--- config.mk ---
export PLATFORM = sky130hd
export DESIGN_NAME = stopwatch_display
export DESIGN_NICKNAME = d
export VERILOG_FILES = /design/src/rtl/stopwatch_display_pkg.sv /design/src/rtl/stopwatch_display_bin2bcd.sv /design/src/rtl/stopwatch_display.sv
export SDC_FILE = /design/constraint.sdc
export NUM_CORES = 1
export LEC_CHECK = 0
export CAP_MARGIN = 20
export CORE_MARGIN = 2
export CORE_UTILIZATION = 53
export CTS_CLUSTER_SIZE = 20
export DETAILED_ROUTE_END_ITERATION = 10
export PLACE_DENSITY = 0.8
export SETUP_SLACK_MARGIN = 0.4
export SLEW_MARGIN = 5
export SYNTH_ARGS = -nofsm -noshare
export SYNTH_HDL_FRONTEND = slang
export SYNTH_SLANG_ARGS = --single-unit
--- constraint.sdc ---
create_clock -name clk -period 4.5 [get_ports clk]
set_input_delay 0.9 -clock clk [delete_from_list [all_inputs] [get_ports clk]]
set_output_delay 0.9 -clock clk [all_outputs]
set_load 0.01 [all_outputs]
--- src/rtl/stopwatch_display_pkg.sv ---
// Shared segment codes, time snapshot type and digit-to-segment lookup for the
// stopwatch display. Segment codes are active-high with a = bit 0, g = bit 6.
package stopwatch_display_pkg;

  localparam int NUM_DIGITS = 6;

  localparam logic [6:0] SEG_0     = 7'h3F;
  localparam logic [6:0] SEG_1     = 7'h06;
  localparam logic [6:0] SEG_2     = 7'h5B;
  localparam logic [6:0] SEG_3     = 7'h4F;
  localparam logic [6:0] SEG_4     = 7'h66;
  localparam logic [6:0] SEG_5     = 7'h6D;
  localparam logic [6:0] SEG_6     = 7'h7D;
  localparam logic [6:0] SEG_7     = 7'h07;
  localparam logic [6:0] SEG_8     = 7'h7F;
  localparam logic [6:0] SEG_9     = 7'h6F;
  localparam logic [6:0] SEG_DASH  = 7'h40;
  localparam logic [6:0] SEG_BLANK = 7'h00;

  typedef struct packed {
    logic [4:0] hour;
    logic [6:0] min;
    logic [6:0] sec;
  } hms_t;

  function automatic logic [6:0] seg_of_digit(input logic [3:0] d);
    case (d)
      4'd0:    seg_of_digit = SEG_0;
      4'd1:    seg_of_digit = SEG_1;
      4'd2:    seg_of_digit = SEG_2;
      4'd3:    seg_of_digit = SEG_3;
      4'd4:    seg_of_digit = SEG_4;
      4'd5:    seg_of_digit = SEG_5;
      4'd6:    seg_of_digit = SEG_6;
      4'd7:    seg_of_digit = SEG_7;
      4'd8:    seg_of_digit = SEG_8;
      4'd9:    seg_of_digit = SEG_9;
      default: seg_of_digit = SEG_BLANK;
    endcase
  endfunction

endpackage

--- src/rtl/stopwatch_display_bin2bcd.sv ---
// Combinational 7-bit binary to two BCD digits; o_ovf flags values above 99,
// in which case the digit outputs are meaningless and the caller shows dashes.
module stopwatch_display_bin2bcd (
  input  logic [6:0] i_val,
  output logic       o_ovf,
  output logic [3:0] o_tens,
  output logic [3:0] o_ones
);

  logic [3:0] w_tens;

  // Largest t with t*10 <= i_val; saturates at 9 for the overflow range.
  always_comb begin
    w_tens = 4'd0;
    for (int t = 1; t <= 9; t++) begin
      if (i_val >= 7'(t * 10)) w_tens = 4'(t);
    end
  end

  // Remainder is below 10, so the low nibble of the difference is exact.
  assign o_ones = i_val[3:0] - 4'(w_tens * 4'd10);
  assign o_tens = w_tens;
  assign o_ovf  = (i_val > 7'd99);

endmodule

--- src/rtl/stopwatch_display.sv ---
// Time-multiplexed HH.MM.SS 7-segment driver: frame-stable snapshot of live or
// recorded time, one digit per SCAN_DIV cycles, whole-display blink while ring.
module stopwatch_display
  import stopwatch_display_pkg::*;
#(
  parameter int SCAN_DIV   = 50000,
  parameter int BLINK_DIV  = 64,
  parameter bit ACTIVE_LOW = 1'b1
) (
  input  logic                  clk,
  input  logic                  reset,
  input  logic [6:0]            sec,
  input  logic [6:0]            min,
  input  logic [4:0]            hour,
  input  logic [6:0]            rec_sec,
  input  logic [6:0]            rec_min,
  input  logic [4:0]            rec_hour,
  input  logic                  show_rec,
  input  logic                  ring,
  output logic [6:0]            seg,
  output logic                  dp,
  output logic [NUM_DIGITS-1:0] an,
  output logic                  frame_start
);

  localparam int PW = $clog2(SCAN_DIV);
  localparam int BW = (BLINK_DIV > 1) ? $clog2(BLINK_DIV) : 1;
  localparam logic [2:0] LAST_IDX = 3'(NUM_DIGITS - 1);

  logic [PW-1:0]         r_presc;
  logic [2:0]            r_idx;
  hms_t                  r_snap;
  logic                  r_ring_s;
  logic [BW-1:0]         r_blink_cnt;
  logic                  r_phase;
  logic [6:0]            r_seg;
  logic                  r_dp;
  logic [NUM_DIGITS-1:0] r_an;

  logic       w_tick;
  logic       w_snap;
  logic [6:0] w_val;
  logic       w_ovf;
  logic [3:0] w_tens;
  logic [3:0] w_ones;
  logic [6:0] w_seg_next;

  assign w_tick = (r_presc == PW'(SCAN_DIV - 1));
  assign w_snap = w_tick && (r_idx == LAST_IDX);

  // Scan timing: prescaler and digit index.
  always_ff @(posedge clk) begin
    if (reset) begin
      r_presc <= '0;
      r_idx   <= 3'd0;
    end else begin
      r_presc <= w_tick ? '0 : r_presc + PW'(1);
      if (w_tick) r_idx <= (r_idx == LAST_IDX) ? 3'd0 : r_idx + 3'd1;
    end
  end

  // Snapshot and blink state change only at frame boundaries. The first frame
  // after ring rises counts as frame 0, so the display stays lit BLINK_DIV frames.
  always_ff @(posedge clk) begin
    if (reset) begin
      r_snap      <= '0;
      r_ring_s    <= 1'b0;
      r_blink_cnt <= '0;
      r_phase     <= 1'b0;
    end else if (w_snap) begin
      r_snap   <= show_rec ? hms_t'{hour: rec_hour, min: rec_min, sec: rec_sec}
                           : hms_t'{hour: hour, min: min, sec: sec};
      r_ring_s <= ring;
      if (!ring || !r_ring_s) begin
        r_blink_cnt <= '0;
        r_phase     <= 1'b0;
      end else if (r_blink_cnt == BW'(BLINK_DIV - 1)) begin
        r_blink_cnt <= '0;
        r_phase     <= ~r_phase;
      end else begin
        r_blink_cnt <= r_blink_cnt + BW'(1);
      end
    end
  end

  always_comb begin
    case (r_idx)
      3'd0, 3'd1: w_val = r_snap.sec;
      3'd2, 3'd3: w_val = r_snap.min;
      default:    w_val = {2'b00, r_snap.hour};
    endcase
  end

  stopwatch_display_bin2bcd u_bin2bcd (
    .i_val  (w_val),
    .o_ovf  (w_ovf),
    .o_tens (w_tens),
    .o_ones (w_ones)
  );

  // Odd slots carry tens; a leading zero on the hour tens is suppressed.
  always_comb begin
    if (w_ovf)
      w_seg_next = SEG_DASH;
    else if (r_idx == LAST_IDX && w_tens == 4'd0)
      w_seg_next = SEG_BLANK;
    else
      w_seg_next = seg_of_digit(r_idx[0] ? w_tens : w_ones);
  end

  always_ff @(posedge clk) begin
    if (reset) begin
      r_an  <= '0;
      r_seg <= SEG_BLANK;
      r_dp  <= 1'b0;
    end else begin
      r_an  <= r_phase ? '0 : (NUM_DIGITS'(1) << r_idx);
      r_seg <= w_seg_next;
      r_dp  <= (r_idx == 3'd2) || (r_idx == 3'd4);
    end
  end

  assign seg         = ACTIVE_LOW ? ~r_seg : r_seg;
  assign dp          = ACTIVE_LOW ? ~r_dp  : r_dp;
  assign an          = ACTIVE_LOW ? ~r_an  : r_an;
  assign frame_start = w_snap && !reset;

endmodule
==> summary.txt, run 1 <==
Yosys
  – Top_reg_cell synth: dfxtp_1
  – Top-area cell type share of the netlist area: 35.8%
  – Synth area leaders: dfxtp_1 (36%), nor2_1 (8.5%), mux2i_1 (7.2%)
  – Synth Area in Simple Gates: 25.2%
  – XOR/XNOR share of the synthesized area: 4.96%
  – Mux contribution to synthesized area: 10.7%
  – Number of synthesized register bits: 60
  – Async S/R FF share, synth: 0%
  – Post-synthesis adder-cell area fraction: 3.58%
  – Synth Cell Area: 3360 sq um
  – Synth area leader: dfxtp_1
  – Synth Warn #: 0
  – Synthesized area per cell: 8.09 sq um
  – Compound-cell area share of the yosys netlist: 14.2%
  – EDFF count, synth: 0
  – Synth cell types: 58
  – Register area share after synthesis: 35.8%
  – Cells after Synth: 415
  – Main combinational cell family by area after synthesis: simple AND/OR/NAND/NOR gates
  – Top-count cell post-synth: nor2_1
  – Top cells by count, synth: nor2_1 (76), dfxtp_1 (60), a21oi_1 (42), inv_1 (25), nand2_1 (25)
  – Synth Net Count: 466

Detailed routing
  – WL/cell: 13.8 um
  – Remaining DRCs: 0
  – Final Routed Wirelength: 7560 um
  – Final ANT Viol Nets: 0
  – Avg Vias per Cell: 5.59
  – Drt pass-1 iters: 4
  – DR iter-0 viols: 181
  – DR vias: 3,073

Setup path
  – CP Capture Type: flop
  – Critical Path Start: r_idx[1]$_SDFFE_PP0N_
  – Critical path startpoint category: flop
  – Crit-path max cell delay: 0.52 ns
  – CP top delay family: simple AND/OR/NAND/NOR gates
  – RR Endpoint: r_seg[4]$_SDFF_PP0_
  – CP endpoint: r_seg[4]$_SDFF_PP0_
  – Req. time, crit path: 4.78 ns
  – CP max-delay cell: or4_1
  – Worst r2r path cells: 15
  – CP arrival: 4.28 ns
  – Critical path class: flop to flop
  – Critical path peak fanout: 6
  – Reg2reg start: r_idx[1]$_SDFFE_PP0N_
  – Flop-to-flop setup slack: 0.50 ns
  – Worst-path cell chain: mux2_4 -> mux2_4 -> or4_1 -> a21bo_1 -> o211a_4 -> ha_1 -> inv_1 -> fa_2 -> inv_1 -> and4_1 -> nor4_4 -> nor4_2 -> or4_4 -> a22o_1 -> a21oi_1
  – Levels on crit path: 15
  – Worst Path Buf+Inv: 2

Clocking
  – Clock-pin slew on the worst setup and hold paths: 0.07 ns
  – Clock sink total: 60
  – H-Tree Depth: 3
  – CTS tree: done
  – TritonCTS buffer count: 9
  – CTS Hold Bufs: 0
  – Root buf cell: clkbuf_8
  – Clk buf depth: 2
  – Clock Latency Late Sink: 0.34 ns

STA
  – Crit path time final: 4.00 ns
  – Skew final: 0.00763 ns
  – Final Hold Fails: 0
  – Period utilization: 88.8%
  – RSZ-0062 raised after global routing: true
  – Worst Tran Pin Value: 1.01 ns
  – Max Freq: 250 MHz
  – Setup TNS: 0 ns
  – Max Slew Vio Count: 0
  – Slew HR: 32.5%
  – Final setup viols: 0

Floorplan
  – Die X: 83.6 um
  – Core ar.: 6030 sq um
  – Initial Util: 55.7%
  – Die area: 6990 sq um
  – Chip Height: 83.6 um
  – Rows: 28
  – Ports: 57

Final layout
  – Area grow syn2layout: 26.4%
  – Diode count: 0
  – Final net count: 521
  – Layout cells sized above 1: 11.4%
  – # fillers: 479

Global routing
  – First-pass GRT wire length: 12,600 um
  – GR peak layer: met2
  – Initial antenna violation count: 0
  – Gr ovfl total: 0
  – Met1 usage: 27.8%
  – Grt met3 use: 4.75%
  – Largest net degree at the start of global routing: 37
  – Vias in the first global route: 2,833
  – GRT Total Usage: 21.7%
  – Met2 GRT Util: 35.7%

Placed design
  – IO Port Bufs: 56
  – Post-DP HPWL: 5500 um
  – RePlAce Congestion: 0.941

Pwr
  – Worst vdd ir: 0.183 mV
  – Total power: 1.05 mW
  – Pwr Density: 247 nW/um^2
  – Static Leak: 1.69 nW

Min path
  – HP Class: flop to flop

Flow run
  – Max Cap Viol: 0

Status
  – Outcome: completed
-- per-layer routing --
metal	share of wire, %	wire [um]
met2	46	3500
met4	2.0	153
met1	46	3490
met5	0	0
met3	5.5	414
-- flip-flops by register name, summed over array words and instances (netlist names), 3 cells and up --
name	count
r_seg	7
r_presc	16
r_idx	3
r_an	6
r_snap	19
r_blink_cnt	6
-- final cells by class --
cell class | count | area (sq um) | share of cell area (%)
inverters | 26 | 97.6 | 2.30
well taps | 75 | 93.8 | 2.21
flip-flops and latches | 60 | 1200 | 28.4
multi-input cells | 308 | 2040 | 48.2
clock buffers | 10 | 138 | 3.24
repair buffers | 65 | 628 | 14.8
clock inverters | 6 | 38.8 | 0.914
-- cell usage in the layout, fill, tap and decap left out, types with 8 or more instances in the layout --
cell type | netlist | routed
a21oi_1 | 42 | 41
and3_1 | 8 | 8
buf_4 | 0 | 9
clkbuf_8 | 0 | 10
clkdlybuf4s50_1 | 0 | 56
dfxtp_1 | 60 | 58
ha_1 | 8 | 8
inv_1 | 25 | 25
mux2i_1 | 24 | 24
nand2_1 | 25 | 25
nand3_1 | 12 | 12
nor2_1 | 76 | 75
nor3_1 | 8 | 8
o21ai_0 | 9 | 9
xor2_1 | 13 | 13
-- what timing repair did --
item / in CTS / in global routing
resized for setup: 5 / 9
gates cloned: 0 / 0
setup endpoints to repair: 2 / 8
pin swaps: 1 / 2
buffers inserted: 0 / 3
-- logic make-up (layout without fill, tap and decap cells) --
family | Yosys count | after routing
AOI/OAI and AO/OA | 77 | 77
xor gates and xnor gates | 19 | 19
adders and majority gates | 9 | 9
buffers and inverters | 47 | 107
DFF | 60 | 60
muxes | 33 | 33
and+or+nand+nor | 170 | 170
-- worst register-to-register path, delay by kind of cell, from the launching register on --
kind            cells  cell delay [ns]
compound gates      4             0.70
fa+ha+maj           2             0.43
buf+inv             2             0.14
flops               1             0.39
mux                 2             0.62
simple gates        5             1.67
-- worst min-delay path by stage --
| stage | cells after the start | end | from | slack, ns |
|---|---|---|---|---|
| floorplan | 1 | r_presc[0]$_SDFF_PP0_ | r_presc[0]$_SDFF_PP0_ | 0.41 |
| finish | 1 | r_presc[0]$_SDFF_PP0_ | r_presc[0]$_SDFF_PP0_ | 0.45 |
| global route | 1 | r_presc[0]$_SDFF_PP0_ | r_presc[0]$_SDFF_PP0_ | 0.48 |
| detailed placement | 1 | r_presc[0]$_SDFF_PP0_ | r_presc[0]$_SDFF_PP0_ | 0.43 |
| global placement | 1 | r_presc[0]$_SDFF_PP0_ | r_presc[0]$_SDFF_PP0_ | 0.43 |
| CTS | 1 | r_presc[0]$_SDFF_PP0_ | r_presc[0]$_SDFF_PP0_ | 0.45 |
-- report_power, final --
group / leakage, nW / switching [mW] / internal [mW]
logic: 1.12 / 0.0294 / 0.0519
registers: 0.487 / 0.00284 / 0.537
clock network: 0.0885 / 0.216 / 0.213
-- stage by stage --
step                      hold slack (ns)  worst slack [ns]  std cells  area [sq um]  util [%]
final                               0.446             0.503        550          4240      70.4
after global routing                0.485             0.326        550          4240      70.4
after CTS                           0.449             0.400        547          4180      69.3
after detailed placement            0.434             0.318        531          3970      65.8
after global placement              0.425             0.484        531          3970      65.8
after floorplan                     0.413             0.618        415          3360         -
Power figures use the tool's default switching activity.
==> run 2, diff against run 1 <==
SLEW_MARGIN = 25   (was 5)
==> run 2 against run 1 <==
Against the previous run: critical path depth did not move; combinational power is 1% lower; non-clock buffer count did not move; final cell count unchanged; clock skew about the same; total power hardly changed; critical path type unchanged; via count about the same; sequential share of layout area about the same; routed wire length is essentially flat; sequential power about the same; setup slack barely moved.
==> summary.txt, run 2 (synthesis results as in run 1) <==
Setup path
  – Critical Path Start: r_idx[1]$_SDFFE_PP0N_
  – Critical path startpoint category: flop
  – Flop-to-flop setup slack: 0.50 ns
  – CP arrival: 4.28 ns
  – CP endpoint: r_seg[4]$_SDFF_PP0_
  – Worst r2r path cells: 15
  – Req. time, crit path: 4.78 ns
  – RR Endpoint: r_seg[4]$_SDFF_PP0_
  – Reg2reg start: r_idx[1]$_SDFFE_PP0N_
  – Critical path class: flop to flop
  – CP Capture Type: flop
  – Critical path peak fanout: 6

Detailed routing
  – Final Routed Wirelength: 7570 um
  – Avg Vias per Cell: 5.59
  – Drt pass-1 iters: 4
  – Final ANT Viol Nets: 0
  – WL/cell: 13.8 um
  – DR iter-0 viols: 188
  – DR vias: 3,075
  – Remaining DRCs: 0

Global routing
  – Initial antenna violation count: 0
  – Vias in the first global route: 2,833
  – GRT Total Usage: 21.7%
  – Largest net degree at the start of global routing: 37
  – Gr ovfl total: 0
  – First-pass GRT wire length: 12,600 um

Pwr
  – Pwr Density: 247 nW/um^2
  – Worst vdd ir: 0.183 mV
  – Total power: 1.05 mW
  – Static Leak: 1.69 nW

STA
  – Max Freq: 250 MHz
  – Max Slew Vio Count: 0
  – Setup TNS: 0 ns
  – Slew HR: 52.0%
  – Skew final: 0.00764 ns
  – Crit path time final: 4.00 ns
  – Worst Tran Pin Value: 0.714 ns
  – Final setup viols: 0
  – Period utilization: 88.8%
  – RSZ-0062 raised after global routing: true
  – Final Hold Fails: 0

Status
  – Outcome: completed

Floorplan
  – Core ar.: 6030 sq um
  – Die X: 83.6 um
  – Ports: 57
  – Initial Util: 55.7%
  – Die area: 6990 sq um
  – Rows: 28
  – Chip Height: 83.6 um

Final layout
  – Design area: 4240 sq um
  – Final net count: 521
  – Flip-flop and latch area: 1200 sq um
  – Reg with most FFs: r_snap
  – Number of flip-flops in the largest register: 19
  – Largest registers: r_snap x19, r_presc x16, r_seg x7
  – Area grow syn2layout: 26.3%
  – Final non-filler cell total: 550
  – Commonest non-fill, non-tap cell in the layout: nor2_1
  – Most frequent cells in the layout: nor2_1 (75), dfxtp_1 (58), clkdlybuf4s50_1 (55), a21oi_1 (41)
  – # fillers: 480
  – Total area of multi-input combinational cells: 2040 sq um
  – Diode count: 0
  – Layout cells sized above 1: 11.6%
  – Final Util: 70.3%

Clocking
  – TritonCTS buffer count: 9
  – Clock sink total: 60
  – CTS tree: done
  – Clk buf depth: 2
  – Clock-pin slew on the worst setup and hold paths: 0.07 ns
  – Clock Latency Late Sink: 0.34 ns
  – H-Tree Depth: 3
  – CTS Hold Bufs: 0
  – Root buf cell: clkbuf_8

Placed design
  – Post-DP HPWL: 5500 um
  – RePlAce Congestion: 0.941
  – Placement Cell Area: 3970 sq um
  – IO Port Bufs: 56
  – Placed Cells incl. Taps: 531

Flow run
  – Max Cap Viol: 0

Min path
  – HP Class: flop to flop
## run 2: cell types whose count changed in the layout (fill, tap and decap cells not counted)
cell	change
buf_2	+1
clkdlybuf4s50_1	-1
## run 2: worst min-delay path by stage
stage	from	endpoint	cells after the start
floorplan	r_presc[0]$_SDFF_PP0_	r_presc[0]$_SDFF_PP0_	1
global placement	r_presc[0]$_SDFF_PP0_	r_presc[0]$_SDFF_PP0_	1
detailed placement	r_presc[0]$_SDFF_PP0_	r_presc[0]$_SDFF_PP0_	1
CTS	r_presc[0]$_SDFF_PP0_	r_presc[0]$_SDFF_PP0_	1
global route	r_presc[0]$_SDFF_PP0_	r_presc[0]$_SDFF_PP0_	1
finish	r_presc[0]$_SDFF_PP0_	r_presc[0]$_SDFF_PP0_	1
## run 2: area by class of cell
| type | instances | share of cell area [%] |
|---|---|---|
| inverter | 26 | 2.30 |
| multi-input combinational | 308 | 48.2 |
| clock buffer | 10 | 3.25 |
| timing repair buffer | 65 | 14.7 |
| sequential | 60 | 28.4 |
| clock inverter | 6 | 0.915 |
| tap | 75 | 2.21 |
## run 2: power by group
part	total [mW]	switching (mW)	internal, mW
clock	0.429	0.216	0.213
combinational	0.0804	0.0294	0.0510
sequential	0.539	0.00284	0.537
## run 2: metal layers
metal | track usage [%] | vias to the layer above | wire [um]
li1 | - | 1554 | -
met1 | 27.8 | 1406 | 3500
met2 | 35.7 | 96 | 3490
met3 | 4.75 | 19 | 422
met4 | 8.36 | 0 | 153
met5 | 0 | - | 0
## run 2: stage by stage
stage	setup slack [ns]	hold WS, ns
2_1_floorplan	0.618	0.413
3_3_place_gp	0.484	0.425
3_5_place_dp	0.318	0.434
4_1_cts	0.400	0.449
5_1_grt	0.326	0.485
6_report	0.503	0.446
## run 2: worst max-delay path: stages (launching register included)
cell and delay [ns]:
dfxtp_2 0.39, mux2_4 0.32, mux2_4 0.30, or4_1 0.52, a21bo_1 0.23, o211a_4 0.18
ha_1 0.19, inv_1 0.07, fa_2 0.24, inv_1 0.07, and4_1 0.18, nor4_4 0.36
nor4_2 0.11, or4_4 0.50, a22o_1 0.19, a21oi_1 0.10
## run 2: repair_timing
action                     4_1_cts  5_1_grt
setup endpoints to repair        2        8
pin swaps                        1        2
setup buffers                    0        3
gates resized for setup          5        9
